$ cat src/rtl/operand_fetch_pkg.sv
// Shared definitions for the operand-fetch stage and its register file.
//   - Datapath width, register-file depth and index width
//   - FSM state codes (IDLE=00, RD_A=01, RD_B=10, VALID=11)
//   - Shift encodings applied to operand B
//   - ALU operation codes forwarded to the ALU
//   - Packed record of the per-fetch control fields captured on accept
package operand_fetch_pkg;

    localparam int DATA_W   = 16;
    localparam int NUM_REGS = 8;
    localparam int IDX_W    = 3;

    typedef enum logic [1:0] {
        IDLE  = 2'b00,
        RD_A  = 2'b01,
        RD_B  = 2'b10,
        VALID = 2'b11
    } fetch_state_t;

    typedef enum logic [1:0] {
        SHIFT_NONE = 2'b00,
        SHIFT_LSL  = 2'b01,
        SHIFT_LSR  = 2'b10,
        SHIFT_ASR  = 2'b11
    } shift_t;

    typedef enum logic [1:0] {
        ALU_ADD  = 2'b00,
        ALU_SUB  = 2'b01,
        ALU_AND  = 2'b10,
        ALU_NOTB = 2'b11
    } aluop_t;

    // Control fields of one fetch request, captured when start is accepted.
    typedef struct packed {
        logic [IDX_W-1:0] rnum_a;
        logic [IDX_W-1:0] rnum_b;
        shift_t           shift;
        logic             asel;
        logic             bsel;
        aluop_t           aluop;
    } fetch_ctl_t;

endpackage

$ cat src/rtl/regfile_8x16.sv
// Register file: NREGS x WIDTH, one write port and one combinational read port.
//   clk       in  rising-edge clock
//   reset     in  synchronous active-high clear of every register
//   write     in  write enable, honoured at the rising edge
//   writenum  in  write index
//   data_in   in  write data
//   readnum   in  read index
//   data_out  out read data; returns data_in when the same index is written
//                 in this cycle (write-through bypass)
module regfile_8x16
    import operand_fetch_pkg::*;
#(
    parameter int WIDTH = DATA_W,
    parameter int NREGS = NUM_REGS
) (
    input  logic             clk,
    input  logic             reset,
    input  logic             write,
    input  logic [IDX_W-1:0] writenum,
    input  logic [WIDTH-1:0] data_in,
    input  logic [IDX_W-1:0] readnum,
    output logic [WIDTH-1:0] data_out
);

    logic [WIDTH-1:0] regs [NREGS];

    generate
        for (genvar gi = 0; gi < NREGS; gi++) begin : g_reg
            localparam logic [IDX_W-1:0] IDX = IDX_W'(gi);
            always_ff @(posedge clk) begin
                if (reset) begin
                    regs[gi] <= '0;
                end else if (write && (writenum == IDX)) begin
                    regs[gi] <= data_in;
                end
            end
        end
    endgenerate

    // Bypass lets a fetch see a value being written in the same cycle.
    always_comb begin
        data_out = regs[readnum];
        if (write && (writenum == readnum)) begin
            data_out = data_in;
        end
    end

endmodule

$ cat src/rtl/operand_fetch.sv
// Operand-fetch stage in front of the 16-bit ALU.
// Sequences IDLE -> RD_A -> RD_B -> VALID: reads register A into Ain, then
// register B through the 1-bit shifter into Bin, and presents Ain/Bin/ALUop
// under a valid/ready handshake. Writeback enters via the register-file
// write port in every state.
//   clk, reset            clock and synchronous active-high reset
//   start / start_ready   fetch request handshake (ready only in IDLE)
//   readnum_a, readnum_b  register indices for Ain / Bin
//   shift                 B shift: pass, <<1, logical >>1, arithmetic >>1
//   asel, bsel            force Ain to 0 / select imm for Bin
//   imm                   immediate operand
//   aluop_in, ALUop       ALU operation, latched and passed through
//   write, writenum, data_in  register-file write port
//   Ain, Bin              registered ALU operands
//   out_valid / out_ready operand handshake with the ALU
module operand_fetch
    import operand_fetch_pkg::*;
#(
    parameter int WIDTH = DATA_W,
    parameter int NREGS = NUM_REGS
) (
    input  logic             clk,
    input  logic             reset,
    input  logic             start,
    output logic             start_ready,
    input  logic [IDX_W-1:0] readnum_a,
    input  logic [IDX_W-1:0] readnum_b,
    input  logic [1:0]       shift,
    input  logic             asel,
    input  logic             bsel,
    input  logic [WIDTH-1:0] imm,
    input  logic [1:0]       aluop_in,
    input  logic             write,
    input  logic [IDX_W-1:0] writenum,
    input  logic [WIDTH-1:0] data_in,
    output logic [WIDTH-1:0] Ain,
    output logic [WIDTH-1:0] Bin,
    output logic [1:0]       ALUop,
    output logic             out_valid,
    input  logic             out_ready
);

    fetch_state_t     state_reg;
    fetch_state_t     state_next;
    fetch_ctl_t       ctl_reg;
    logic [WIDTH-1:0] imm_reg;
    logic [WIDTH-1:0] ain_reg;
    logic [WIDTH-1:0] bin_reg;
    logic [IDX_W-1:0] rd_addr;
    logic [WIDTH-1:0] rd_data;
    logic [WIDTH-1:0] shifted;

    // One read port serves both operands: A in RD_A, B in RD_B.
    assign rd_addr = (state_reg == RD_B) ? ctl_reg.rnum_b : ctl_reg.rnum_a;

    regfile_8x16 #(
        .WIDTH(WIDTH),
        .NREGS(NREGS)
    ) u_regfile (
        .clk     (clk),
        .reset   (reset),
        .write   (write),
        .writenum(writenum),
        .data_in (data_in),
        .readnum (rd_addr),
        .data_out(rd_data)
    );

    always_comb begin
        shifted = rd_data;
        case (ctl_reg.shift)
            SHIFT_NONE: shifted = rd_data;
            SHIFT_LSL:  shifted = {rd_data[WIDTH-2:0], 1'b0};
            SHIFT_LSR:  shifted = {1'b0, rd_data[WIDTH-1:1]};
            SHIFT_ASR:  shifted = {rd_data[WIDTH-1], rd_data[WIDTH-1:1]};
            default:    shifted = rd_data;
        endcase
    end

    always_ff @(posedge clk) begin
        if (reset) begin
            state_reg <= IDLE;
        end else begin
            state_reg <= state_next;
        end
    end

    always_comb begin
        state_next  = state_reg;
        start_ready = 1'b0;
        out_valid   = 1'b0;
        case (state_reg)
            IDLE: begin
                start_ready = 1'b1;
                if (start) begin
                    state_next = RD_A;
                end
            end
            RD_A:  state_next = RD_B;
            RD_B:  state_next = VALID;
            VALID: begin
                out_valid = 1'b1;
                if (out_ready) begin
                    state_next = IDLE;
                end
            end
            default: state_next = IDLE;
        endcase
    end

    // Operand and request registers; Ain/Bin only change in RD_A/RD_B, so
    // they stay stable through VALID and after the handshake.
    always_ff @(posedge clk) begin
        if (reset) begin
            ctl_reg <= '0;
            imm_reg <= '0;
            ain_reg <= '0;
            bin_reg <= '0;
        end else begin
            case (state_reg)
                IDLE: begin
                    if (start) begin
                        ctl_reg.rnum_a <= readnum_a;
                        ctl_reg.rnum_b <= readnum_b;
                        ctl_reg.shift  <= shift_t'(shift);
                        ctl_reg.asel   <= asel;
                        ctl_reg.bsel   <= bsel;
                        ctl_reg.aluop  <= aluop_t'(aluop_in);
                        imm_reg        <= imm;
                    end
                end
                RD_A: ain_reg <= ctl_reg.asel ? '0 : rd_data;
                RD_B: bin_reg <= ctl_reg.bsel ? imm_reg : shifted;
                default: ;
            endcase
        end
    end

    assign Ain   = ain_reg;
    assign Bin   = bin_reg;
    assign ALUop = ctl_reg.aluop;

endmodule

$ cat config.mk
export PLATFORM = sky130hd
export DESIGN_NAME = operand_fetch
export DESIGN_NICKNAME = d
export VERILOG_FILES = /design/src/rtl/operand_fetch_pkg.sv /design/src/rtl/regfile_8x16.sv /design/src/rtl/operand_fetch.sv
export SDC_FILE = /design/constraint.sdc
export NUM_CORES = 1
export LEC_CHECK = 0
export BUFFER_PORTS_ARGS = -buffer_cell sky130_fd_sc_hd__clkbuf_2
export CORE_ASPECT_RATIO = 0.7
export CORE_MARGIN = 10
export CORE_UTILIZATION = 60
export CTS_CLUSTER_DIAMETER = 50
export DETAILED_ROUTE_END_ITERATION = 10
export GPL_ROUTABILITY_DRIVEN = 0
export GPL_TIMING_DRIVEN = 0
export HOLD_SLACK_MARGIN = 0.1
export MAX_ROUTING_LAYER = met4
export PLACE_DENSITY = 0.8
export SLEW_MARGIN = 20
export SYNTH_ARGS = -nofsm -noshare
export SYNTH_HDL_FRONTEND = slang
export SYNTH_SLANG_ARGS = --single-unit
$ cat constraint.sdc
create_clock -name clk -period 3.3 [get_ports clk]
set_input_delay 0.165 -clock clk [delete_from_list [all_inputs] [get_ports clk]]
set_output_delay 0.165 -clock clk [all_outputs]
set_load 0.02 [all_outputs]
; ---- Word-level counts from Yosys, hierarchy flattened
; Memories as Yosys holds them, arrays and structs flattened.
; Cells that the tools add are included.
[word_totals]
reg_bits = 62
ramBits = 128
out_inout_bits = 36
word_cells = 93
n_memories = 1
[memory_table]
columns = memory, depth, word_bits, rd, rd_clocked_by_memory_dff, wr, line_no
row1 = u_regfile.regs, 8, 16, 1, 0, 8, regfile_8x16.sv:25  ; logic [WIDTH-1:0] regs [NREGS];
[classes]
n_eq_ne = 16
n_mux = 44
n_bitwise = 8
reduce_logical = 14
[op_table]
columns = op, n
row1 = 16-bit two-way mux, 11
row2 = 16-bit one-hot mux with 4 select lines, 1
row3 = 1-bit two-way mux, 28
row4 = 3-bit equality test (second input constant), 4
row5 = 1-bit logical AND, 9
row6 = 2-bit equality test (second input constant), 4
row7 = 1-bit bitwise OR, 8
row8 = 2-bit one-hot mux with 4 select lines, 1
row9 = 3-bit by 2-bit equality test with 1-bit output (second input constant), 2
row10 = 2-bit by 1-bit equality test with 1-bit output (second input constant), 2
row11 = 2-bit logical NOT, 2
row12 = 2-bit two-way mux, 2
row13 = 2-bit inequality test (second input constant), 2
row14 = 2-bit AND reduction, 2
row15 = 3-bit by 1-bit equality test with 1-bit output (second input constant), 1
row16 = 3-bit equality test, 1
row17 = 3-bit logical NOT, 1
row18 = 3-bit two-way mux, 1

; ---- Longest topological paths before layout
; Gate-level depths: netlist of the first run.
[logic_depth]
depth_word = 7
depth_mapped = 13
mapped_depth_nobuf = 9

; ---- Modules after synthesis
; A second synthesis of the first run with hierarchy kept.
[unflattened]
hier_cells = 709
area_unflattened_um2 = 9120.0
[modules_own_cells]
columns = module, n_inst, cells_per_inst, area_each_um2
row1 = regfile_8x16, 1, 369, 6185.9
row2 = operand_fetch, 1, 340, 2934.1

; ---- Worst setup path before layout of the first run
; Ideal clock, no wire load.
[synth_path]
path_type = reg-to-reg
from = register state_reg[0]
to = register bin_reg[5], in the netlist Bin[5]
setup_time_ns = 0.134
arrival_time_ns = 2.188
required_ns = 3.166
setup_slack_ns = 0.978
path_stages_with_launch = 13
path_buffers = 3
synth_period_minus_slack_ns = 2.322
cell_sequence = dfxtp_1 > inv_1 > ha_1 > buf_6 > mux2_4 > xnor2_2 > and4_1 > buf_4 > buf_6 > a221oi_2 > o221ai_1 > a31oi_1 > nor3_1
[synth_via]
elab_chain_cells = 7
word_cells_on_any_way = 8
cone_classes = eq/ne: 2 / mux: 4 / reduce/logical: 1 / memory: 1
[synth_lines]
columns = element, line_no
row1 = start: declaration, operand_fetch.sv:43  ; fetch_state_t state_reg;
row2 = start signal: assignment, operand_fetch.sv:84  ; state_reg <= state_next;
row3 = 2-bit equality test (*), "operand_fetch.sv:54, operand_fetch.sv:120"
row4 = "parallel branches: the longest is 6 deep, another holds memory read 8 x 16 bit", -
row5 = end signal: assignment, operand_fetch.sv:133  ; RD_B: bin_reg <= ctl_reg.bsel ? imm_reg : shifted;
row6 = end: declaration, operand_fetch.sv:48  ; logic [WIDTH-1:0] bin_reg;
; Mark *: on every way between the ends.
; A chain may end at the register's enable or synchronous reset.

; ---- Final worst setup path of the first run
[layout_path]
from = register state_reg[0]
to = register bin_reg[11], in the netlist Bin[11]
; Same word-level chain as after synthesis.

==> summary.md, run 1 <==
| Metric | Value |
|---|---|
| Top Ports | 88 |
| Drt wl/cell | 24.95 um |
| Routed Antenna Nets | 0 |
| GRT overflow | 0 |
| GRT Resource Usage Total | 0.3175 |
| Area growth syn-to-layout | 16.69% |
| Dpl ws | approximately 0.00029 ns |
| Post-Syn Instances | roughly 1100 |
| DR vias | between 9000 and 10000 |
| Type of destination of the critical path | register |
| Worst skew pair latency | roughly 0.45 ns |
| Starting density of the core | 0.6206 |
| Fmax | 0.3098 GHz |
| Reg-to-reg startpoint | state_reg[0] |
| Port bufs | 84 |
| Clock Skew | 0.007555 ns |
| CP startpoint kind | register |
| Clock slew at the register clock pins of the worst setup and hold paths | approximately 0.07 ns |
| # rows | 39 |
| Fin crit period | between 3 and 4 ns |
| DIE HEIGHT | about 130 um |
| Share of flip-flops with an asynchronous set or reset after synthesis | 0 |
| Die area | roughly 23000 um2 |
| Ys Warns | 0 |
| Multi-input gate area | between 4000 and 5000 um2 |
| Hold depth | 2 |
| Core area | around 17000 um2 |
| Post-layout net count | roughly 1300 |
| Synth cell types | 67 |
| Pleak | roughly 4.5 nW |
| Root Buffer | clkbuf_16 |
| H-tree Lvls | 4 |
| RSZ-0062 raised after global routing | false |
| EDFF count, synth | approximately 130 |
| Seq cells post-synth | 190 |
| Pins Over Slew Limit | 0 |
| Vias in the first global route | 9266 |
| CP Data Required Time | between 3 and 4 ns |
| Clock buffer depth | 2 |
| Register with the most flip-flops | u_regfile.regs |
| Max Cap Viol | 0 |
| Sequential share of the synthesized area | 0.4953 |
| Largest net degree at the start of global routing | 17 |
| Max-slew headroom | 0.2196 |
| Period utilization | 0.9782 |
| Final Hold Viols | 0 |
| Tot Pwr | 0.009023 W |
| Hold WC Path Type | primary input to register |
| Main synth FF type | edfxtp_1 |
| RR Endpoint | Bin[11] |
| Setup violations, final | 0 |
| First-pass DRT Iterations | 7 |
| Die X-Extent | between 150 and 200 um |
| Area contributors post-synth | edfxtp_1, dfxtp_1, and2_1 |
| Global-route wire length before repair | 53940 um |
| CTS Buf Count | 17 |
| Setup Fix Bufs, Post-CTS | 0 |
| Drc violations | 0 |
| Post-synth top area cell | edfxtp_1 |
| Reg2reg path depth | 11 |
| Number of antenna diodes | 0 |
| Final design utilization | 0.7242 |
| Crit path DAT | ~3.6 ns |
| CTS tree | yes |
| 1st-iter DRT viols | between 1500 and 2000 |
| Flip-flop and latch area | around 5100 um2 |
| VDD IR max | ~0.44 mV |
| Min-Delay Endpoint | u_regfile.regs[3][0] |
| Setup ws final | 0.07195 ns |
| Pwr Density | roughly 750 nW/um2 |
| Critical path peak fanout | 10 |
| R2R Setup Slk | about 0.072 ns |
| Synth top area share | 0.3744 |
| Slew @ Worst Pin | about 1.2 ns |
| Critical path class | register to register |
| Mapped Nets | around 1100 |
| Setup TNS Final | 0 ns |
| Status | finished clean |
| Synthesized area | between 10000 and 15000 um2 |
| Avg Vias per Cell | between 6 and 7 |
| Hold Crit Start | data_in[0] |
| Fillers | about 1200 |
| Clock sink total | 190 |
| WL final | 36110 um |
| Max reg flops | roughly 130 |
| HPWL after detailed placement | about 25000 um |
| Avg Cell Area, Syn | 9.594 um2 |
| Initial antenna violation count | 0 |
| Share of post-route cells with drive strength above 1 | 0.1735 |
## cell families after synthesis
family | after synthesis | share of synthesized area
flip-flops | 190 | 0.4953
AND/OR/NAND/NOR | 389 | 0.1934
buffers and inverters | 124 | 0.05972
adder cells (fa/ha/maj) | 4 | 0.004875
AO/OA/AOI/OAI | 344 | 0.2247
multiplexers | 16 | 0.01792
XOR/XNOR | 3 | 0.004022
## critical path: stages (launching register included)
cell and delay [ns]:
dfxtp_1 0.34, inv_1 0.09, ha_1 0.17, buf_6 0.15, buf_8 0.17, buf_2 0.28
buf_1 0.64, nand2_1 0.47, clkbuf_1 0.38, o22ai_1 0.21, nor2_1 0.06, o21a_1 0.13
## timing repair
item / 4_1_cts / 5_1_grt
endpoints found under the hold margin: 29 / 0
hold buffers: 29 / 0
endpoints found under the setup margin: 2 / 0
resized for setup: 1 / 0
## stage by stage
stage	instances	hold slack [ns]	cell area, um2
final	1447	0.1586	11980
after global placement	1379	0.3894	10970
after floorplan	1070	0.3010	10270
after CTS	1447	0.1533	11980
after detailed placement	1386	0.3931	11120
after global routing	1447	0.1860	11980
## layer usage
| metal | GRT usage | part of all wire | wire, um |
|---|---|---|---|
| met2 | 0.4447 | 0.41 | 14920 |
| met5 | - | 0 | 0 |
| met3 | 0.1204 | 0.18 | 6513 |
| met1 | 0.4157 | 0.37 | 13490 |
| met4 | 0.1035 | 0.033 | 1184 |
## power breakdown
group / internal, W / switching [W]
clock network: 0.00113 / 0.000901
logic: 0.00134 / 0.00260
registers: 0.00285 / 0.000202
## synth_stat cells (all sizes together), types with 27 or more instances
cell type  instances
edfxtp           128
o22ai             27
dfxtp             62
buf               52
nor2              53
and2             136
nand2            130
a21oi             88
clkbuf            48
o21ai             94
## cell type report
class | count | area share
well taps | 225 | 0.02350
inverters | 24 | 0.007520
plain buffers | 100 | 0.04376
clock buffers | 27 | 0.04564
multi-input cells | 756 | 0.3861
flip-flops and latches | 190 | 0.4245
clock inverters | 5 | 0.002089
repair buffers | 120 | 0.06685
## worst max-delay path by stage
stage / slack, ns / end / from
floorplan: 0.98 / Bin[5] / state_reg[0]
global route: 0.01 / Bin[3] / state_reg[0]
finish: 0.07 / Bin[11] / state_reg[0]
global placement: -0.18 / u_regfile.regs[0][8] / writenum[2]
detailed placement: 0.0003 / Bin[3] / state_reg[0]
CTS: 0.24 / Bin[3] / state_reg[0]
## cell usage in the layout (no fill, tap or decap), drive strengths merged, types with 12 or more instances in the layout
master,Yosys,routed
nor3,12,12
o21ai,94,94
inv,24,26
a21oi,88,88
o211ai,18,18
edfxtp,128,128
nand2,130,130
a22oi,14,14
clkbuf,48,159
a22o,16,16
and2,136,136
mux2i,13,13
a221oi,24,24
dlygate4sd3,0,29
nor2b,20,20
dfxtp,62,62
nor2,53,53
a211oi,14,14
nand2b,24,24
o22ai,27,27
buf,52,59
(Power assumes the default switching activity.)
==> run 2: changes to the inputs <==
--- a/config.mk
+++ b/config.mk
@@ -9,10 +9,9 @@
 export CORE_ASPECT_RATIO = 0.7
 export CORE_MARGIN = 10
 export CORE_UTILIZATION = 60
-export CTS_CLUSTER_DIAMETER = 50
+export CTS_CLUSTER_DIAMETER = 120
 export DETAILED_ROUTE_END_ITERATION = 10
 export GPL_ROUTABILITY_DRIVEN = 0
-export GPL_TIMING_DRIVEN = 0
 export HOLD_SLACK_MARGIN = 0.1
 export MAX_ROUTING_LAYER = met4
 export PLACE_DENSITY = 0.8
==> summary.md, run 2 (synthesis results as in run 1) <==
| Metric | Value |
|---|---|
| Uppermost layer routed | met4 |
| Clock buffer depth | 2 (unchanged) |
| Initial antenna violation count | 0 (unchanged) |
| Max reg flops | 128 (unchanged) |
| Fin crit period | 3.115 ns (-0.1133 ns) |
| Max-slew headroom | 0.2975 (+0.07792) |
| First-pass DRT Iterations | 6 (-1) |
| Setup violations, final | 0 (unchanged) |
| Met2 Routed Length | 14000 um (-6.2%) |
| Pins Over Slew Limit | 0 (unchanged) |
| Starting density of the core | 0.6206 (unchanged) |
| CP max stage cell | nand2_1 |
| Global-route wire length before repair | 48180 um (-11%) |
| Area growth syn-to-layout | 14.32% |
| Period utilization | 0.9439 (-0.03434) |
| Max Cap Viol | 0 (unchanged) |
| Type of destination of the critical path | register |
| Post-layout net count | 1200 (-5.1%) |
| Avg Vias per Cell | 6.498 (-2.4%) |
| Vias in the first global route | 8365 (-9.7%) |
| Fmax | 0.3211 GHz (+3.6%) |
| Register with the most flip-flops | u_regfile.regs |
| Tot Pwr | 0.008790 W (-2.6%) |
| Worst skew pair latency | 0.44 ns (about the same) |
| Die X-Extent | 176.3 um (unchanged) |
| CP delay by family, top | simple AND/OR/NAND/NOR gates |
| Critical path peak fanout | 18 (+8) |
| Setup TNS Final | 0 ns (unchanged) |
| Most frequent cells in the layout | and2_1, nand2_1, edfxtp_1, clkbuf_2, a21oi_1 |
| Drc violations | 0 (unchanged) |
| Non-Filler Instances | 1382 (-4.5%) |
| VDD IR max | 0.4543 mV (+2.7%) |
| CP startpoint kind | register |
| Largest net degree at the start of global routing | 54 (+37) |
| Core area | 16540 um2 (unchanged) |
| CP Data Required Time | 3.60 ns (-0.04 ns) |
| DIE HEIGHT | 129.4 um (unchanged) |
| DR vias | 8980 (-6.8%) |
| Port bufs | 87 (+3.6%) |
| Share of post-route cells with drive strength above 1 | 0.1755 (+0.001968) |
| Root Buffer | clkbuf_16 |
| CTS tree | yes |
| HPWL after detailed placement | 20120 um (-20%) |
| Clock slew at the register clock pins of the worst setup and hold paths | 0.07 ns (about the same) |
| Cell breakdown of the critical path | inv_1, ha_2, mux2_4, xnor2_2, nand4_2, nand2_1, o221ai_1, a21oi_1, nor3_1 |
| Crit path DAT | 3.42 ns (-0.15 ns) |
| GRT overflow | 0 (unchanged) |
| Final Hold Viols | 0 (unchanged) |
| Area after DPL | 10810 um2 (-2.7%) |
| Slew @ Worst Pin | 1.051 ns (-0.1105 ns) |
| Metal-1 WL | 12780 um (-5.2%) |
| Critical path class | register to register |
| H-tree Lvls | 4 (unchanged) |
| RSZ-0062 raised after global routing | false |
| Clock Skew | 0.009094 ns (+0.001539 ns) |
| Post-Place Cells | 1320 (-4.8%) |
| 1st-iter DRT viols | 1693 (-8.0%) |
| WL final | 31740 um (-12%) |
| # rows | 39 (unchanged) |
| Die area | 22830 um2 (unchanged) |
| Drt wl/cell | 22.96 um (-8.0%) |
| Pwr Density | 749.0 nW/um2 (-0.57%) |
| Design Area, Final | 11740 um2 (-2.0%) |
| Setup Fix Bufs, Post-CTS | 0 (unchanged) |
| Pleak | 4.360 nW (-2.6%) |
| Status | finished clean |
| Fillers | 1168 (-1.8%) |
| Clock sink total | 190 (unchanged) |
| CTS Buf Count | 17 (unchanged) |
| Number of antenna diodes | 0 (unchanged) |
| GRT Resource Usage Total | 0.2784 (-0.03913) |
| Top Ports | 88 (unchanged) |
| Hold WC Path Type | primary input to register |
| Commonest non-fill, non-tap cell in the layout | and2_1 |
| Met3 WL | 4065 um (-38%) |
| Routed Antenna Nets | 0 (unchanged) |
| Critical path buffer and inverter count | 1 (-5) |
| CP max stage delay | 0.52 ns (-0.12 ns) |
run 2: cell types whose count changed in the layout (fill, tap and decap cells not counted), sizes merged:
cell	previous run	this run
buf	59	39
bufinv	0	1
clkbuf	159	108
clkinv	3	2
inv	26	32
run 2: layer usage:
layer	up-vias	GRT usage
li1	3987	-
met1	4241	0.3786
met2	649	0.4018
met3	103	0.06616
met4	0	0.09315
met5	-	-
run 2: worst paths after layout:
check / slack [ns] / endpoint / depth (start not counted) / start
setup / recovery: 0.19 / Bin[13] / 9 / state_reg[0]
hold / removal: 0.15 / state_reg[0] / 5 / start
setup reg to reg: 0.19 / Bin[13] / 9 / state_reg[0]
hold reg to reg: 0.46 / imm_reg[4] / 2 / imm_reg[4]
run 2: area by class of cell:
class / count / area, um2 / area share
flip-flops and latches: 190 / 5087 / 0.4335
multi-input cells: 756 / 4603 / 0.3922
repair buffers: 155 / 1064 / 0.09062
clock buffers: 21 / 514.2 / 0.04382
well taps: 225 / 281.5 / 0.02399
clock inverters: 11 / 96.34 / 0.008209
inverters: 24 / 90.09 / 0.007676
run 2: per-stage QoR:
stage	util	worst slack (ns)	hold slack, ns
after global placement	0.6532	0.4244	0.3896
after floorplan	-	0.9783	0.3010
final	0.7095	0.1853	0.1459
after detailed placement	0.6535	0.3823	0.3959
after CTS	0.7080	0.3382	0.1382
after global routing	0.7095	0.006385	0.1708
run 2: worst min-delay path: cells and delay by family:
family / cells / cell delay [ns]
and+or+nand+nor: 2 / 0.15
buffers and inverters: 2 / 0.14
AOI/OAI and AO/OA: 1 / 0.09
run 2: power by group:
part / switching [W] / total (W) / internal [W]
logic: 0.00230 / 0.00358 / 0.00128
registers: 0.000236 / 0.00308 / 0.00285
clock network: 0.000931 / 0.00213 / 0.00120
run 2: repair_timing:
action / in CTS / in global routing
endpoints found under the hold margin: 29 / 0
endpoints found under the setup margin: 0 / 1
resized for setup: 0 / 1
hold buffers: 29 / 0
==> run 3: changes to the inputs <==
--- a/config.mk
+++ b/config.mk
@@ -8,13 +8,13 @@
 export BUFFER_PORTS_ARGS = -buffer_cell sky130_fd_sc_hd__clkbuf_2
 export CORE_ASPECT_RATIO = 0.7
 export CORE_MARGIN = 10
-export CORE_UTILIZATION = 60
+export CORE_UTILIZATION = 55
 export CTS_CLUSTER_DIAMETER = 120
 export DETAILED_ROUTE_END_ITERATION = 10
 export GPL_ROUTABILITY_DRIVEN = 0
 export HOLD_SLACK_MARGIN = 0.1
 export MAX_ROUTING_LAYER = met4
-export PLACE_DENSITY = 0.8
+export PLACE_DENSITY = 0.74
 export SLEW_MARGIN = 20
 export SYNTH_ARGS = -nofsm -noshare
 export SYNTH_HDL_FRONTEND = slang
==> summary.md, run 3 (synthesis results as in run 1) <==
| Metric | Value |
|---|---|
| Uppermost layer routed | met4 |
| Max Cap Viol | 0 (unchanged) |
| Setup Fix Bufs, Post-CTS | 0 (unchanged) |
| Metal-1 WL | 13290 um (+4.0%) |
| VDD IR max | 0.5362 mV (+18%) |
| Die area | 24620 um2 (+7.9%) |
| Largest net degree at the start of global routing | 54 (unchanged) |
| Post-layout net count | 1202 (+0.17%) |
| Clock buffer depth | 2 (unchanged) |
| Core area | 18160 um2 (+9.8%) |
| GRT overflow | 0 (unchanged) |
| Drt wl/cell | 22.90 um (-0.26%) |
| Max-slew headroom | 0.3000 (+0.002480) |
| Clock Skew | 0.005393 ns (-0.003701 ns) |
| Root Buffer | clkbuf_16 |
| Share of post-route cells with drive strength above 1 | 0.1760 (+0.0005600) |
| Pleak | 4.370 nW (+0.24%) |
| Period utilization | 0.9571 (+0.01320) |
| First-pass DRT Iterations | 8 (+2) |
| Worst skew pair latency | 0.43 ns (about the same) |
| Max reg flops | 128 (unchanged) |
| Post_cts resized | 0 (unchanged) |
| Avg Vias per Cell | 6.349 (-2.3%) |
| CP startpoint kind | register |
| Pwr Density | 752.0 nW/um2 (+0.41%) |
| Final Hold Viols | 0 (unchanged) |
| Die X-Extent | 183.3 um (+3.9%) |
| Met3 WL | 3911 um (-3.8%) |
| CTS Buf Count | 17 (unchanged) |
| Setup violations, final | 0 (unchanged) |
| Critical path peak fanout | 19 (+1) |
| Design Area, Final | 11780 um2 (+0.38%) |
| # rows | 41 (+5.1%) |
| Drc violations | 0 (unchanged) |
| Port bufs | 87 (unchanged) |
| Critical path class | register to register |
| Clock sink total | 190 (unchanged) |
| DR vias | 8857 (-1.4%) |
| WL final | 31950 um (+0.68%) |
| CP Data Required Time | 3.59 ns (about the same) |
| Setup TNS Final | 0 ns (unchanged) |
| 1st-iter DRT viols | 1263 (-25%) |
| Fmax | 0.3166 GHz (-1.4%) |
| Commonest non-fill, non-tap cell in the layout | and2_1 |
| Top Ports | 88 (unchanged) |
| GRT Resource Usage Total | 0.2633 (-0.01506) |
| Routed Antenna Nets | 0 (unchanged) |
| CTS tree | yes |
| Final design utilization | 0.6488 (-0.06072) |
| Fin crit period | 3.158 ns (+0.04357 ns) |
| RSZ-0062 raised after global routing | false |
| HPWL after detailed placement | 20530 um (+2.1%) |
| Most frequent cells in the layout | and2_1, nand2_1, edfxtp_1, clkbuf_2, a21oi_1 |
| Initial antenna violation count | 1 (+1) |
| Tot Pwr | 0.008860 W (+0.79%) |
| DIE HEIGHT | 134.3 um (+3.8%) |
| Number of antenna diodes | 0 (unchanged) |
| Register with the most flip-flops | u_regfile.regs |
| Global-route wire length before repair | 49490 um (+2.7%) |
| Worst hold margin | 0.1724 ns (+0.02647 ns) |
| Pins Over Slew Limit | 0 (unchanged) |
| H-tree Lvls | 4 (unchanged) |
| Starting density of the core | 0.5653 (-0.05529) |
| Area after DPL | 10820 um2 (+0.10%) |
| Vias in the first global route | 8529 (+2.0%) |
| Clock slew at the register clock pins of the worst setup and hold paths | 0.07 ns (about the same) |
| Type of destination of the critical path | register |
| Hold WC Path Type | primary input to register |
| Met2 Routed Length | 14070 um (+0.52%) |
| Crit path DAT | 3.45 ns (+0.03 ns) |
| Slew @ Worst Pin | 1.050 ns (-0.001173 ns) |
| Area growth syn-to-layout | 14.76% |
| Status | finished clean |
==> run 3: cell count changes in the layout (fill, tap and decap cells not counted), moves of 3 or more <==
cell	before	now
buf_4	35	39
inv_4	3	0
nor2_1	49	52
nor2_2	3	0
==> run 3: metrics by stage <==
step | worst slack, ns | instances
4_1_cts | 0.2888 | 1394
6_report | 0.1417 | 1395
3_5_place_dp | 0.3217 | 1333
3_3_place_gp | 0.3786 | 1333
2_1_floorplan | 0.9783 | 1070
5_1_grt | 0.02993 | 1395
==> run 3: path summary, 6_finish.rpt <==
path	startpoint	end	slack [ns]	depth (start not counted)
min reg2reg	ALUop[0]	ALUop[0]	0.46	2
min	start	state_reg[0]	0.17	5
max	state_reg[0]	Bin[13]	0.14	9
max reg2reg	state_reg[0]	Bin[13]	0.14	9
==> run 3: worst max-delay path, cell delays in order, from the launching register on <==
cell      delay, ns
dfxtp_1        0.40
inv_1          0.09
ha_2           0.38
nor2_4         0.49
a22o_1         0.27
a221oi_2       0.07
o32ai_1        0.82
o221ai_1       0.26
a21oi_1        0.16
nor3_1         0.06
==> run 3: layout make-up <==
cell class,instances,area [um2]
Tap cell,236,295.3
Multi-Input combinational cell,756,4601
Inverter,24,90.09
Clock buffer,22,550.5
Fill cell,1442,6379
Sequential cell,190,5087
Timing Repair Buffer,157,1050
Clock inverter,10,107.6
==> run 3: routing by layer <==
layer | up-vias | track usage
li1 | 3990 | -
met1 | 4208 | 0.3523
met2 | 596 | 0.3910
met3 | 63 | 0.06124
met4 | 0 | 0.07626
met5 | - | -
==> run 3: repair_timing <==
action	CTS	global route
endpoints found under the hold margin	29	0
endpoints found under the setup margin	0	0
hold buffers	29	0
==> run 3: report_power, final <==
| group | switching, W | total [W] | internal [W] |
|---|---|---|---|
| combinational | 0.00226 | 0.00351 | 0.00125 |
| clock | 0.000979 | 0.00227 | 0.00129 |
| sequential | 0.000238 | 0.00308 | 0.00285 |
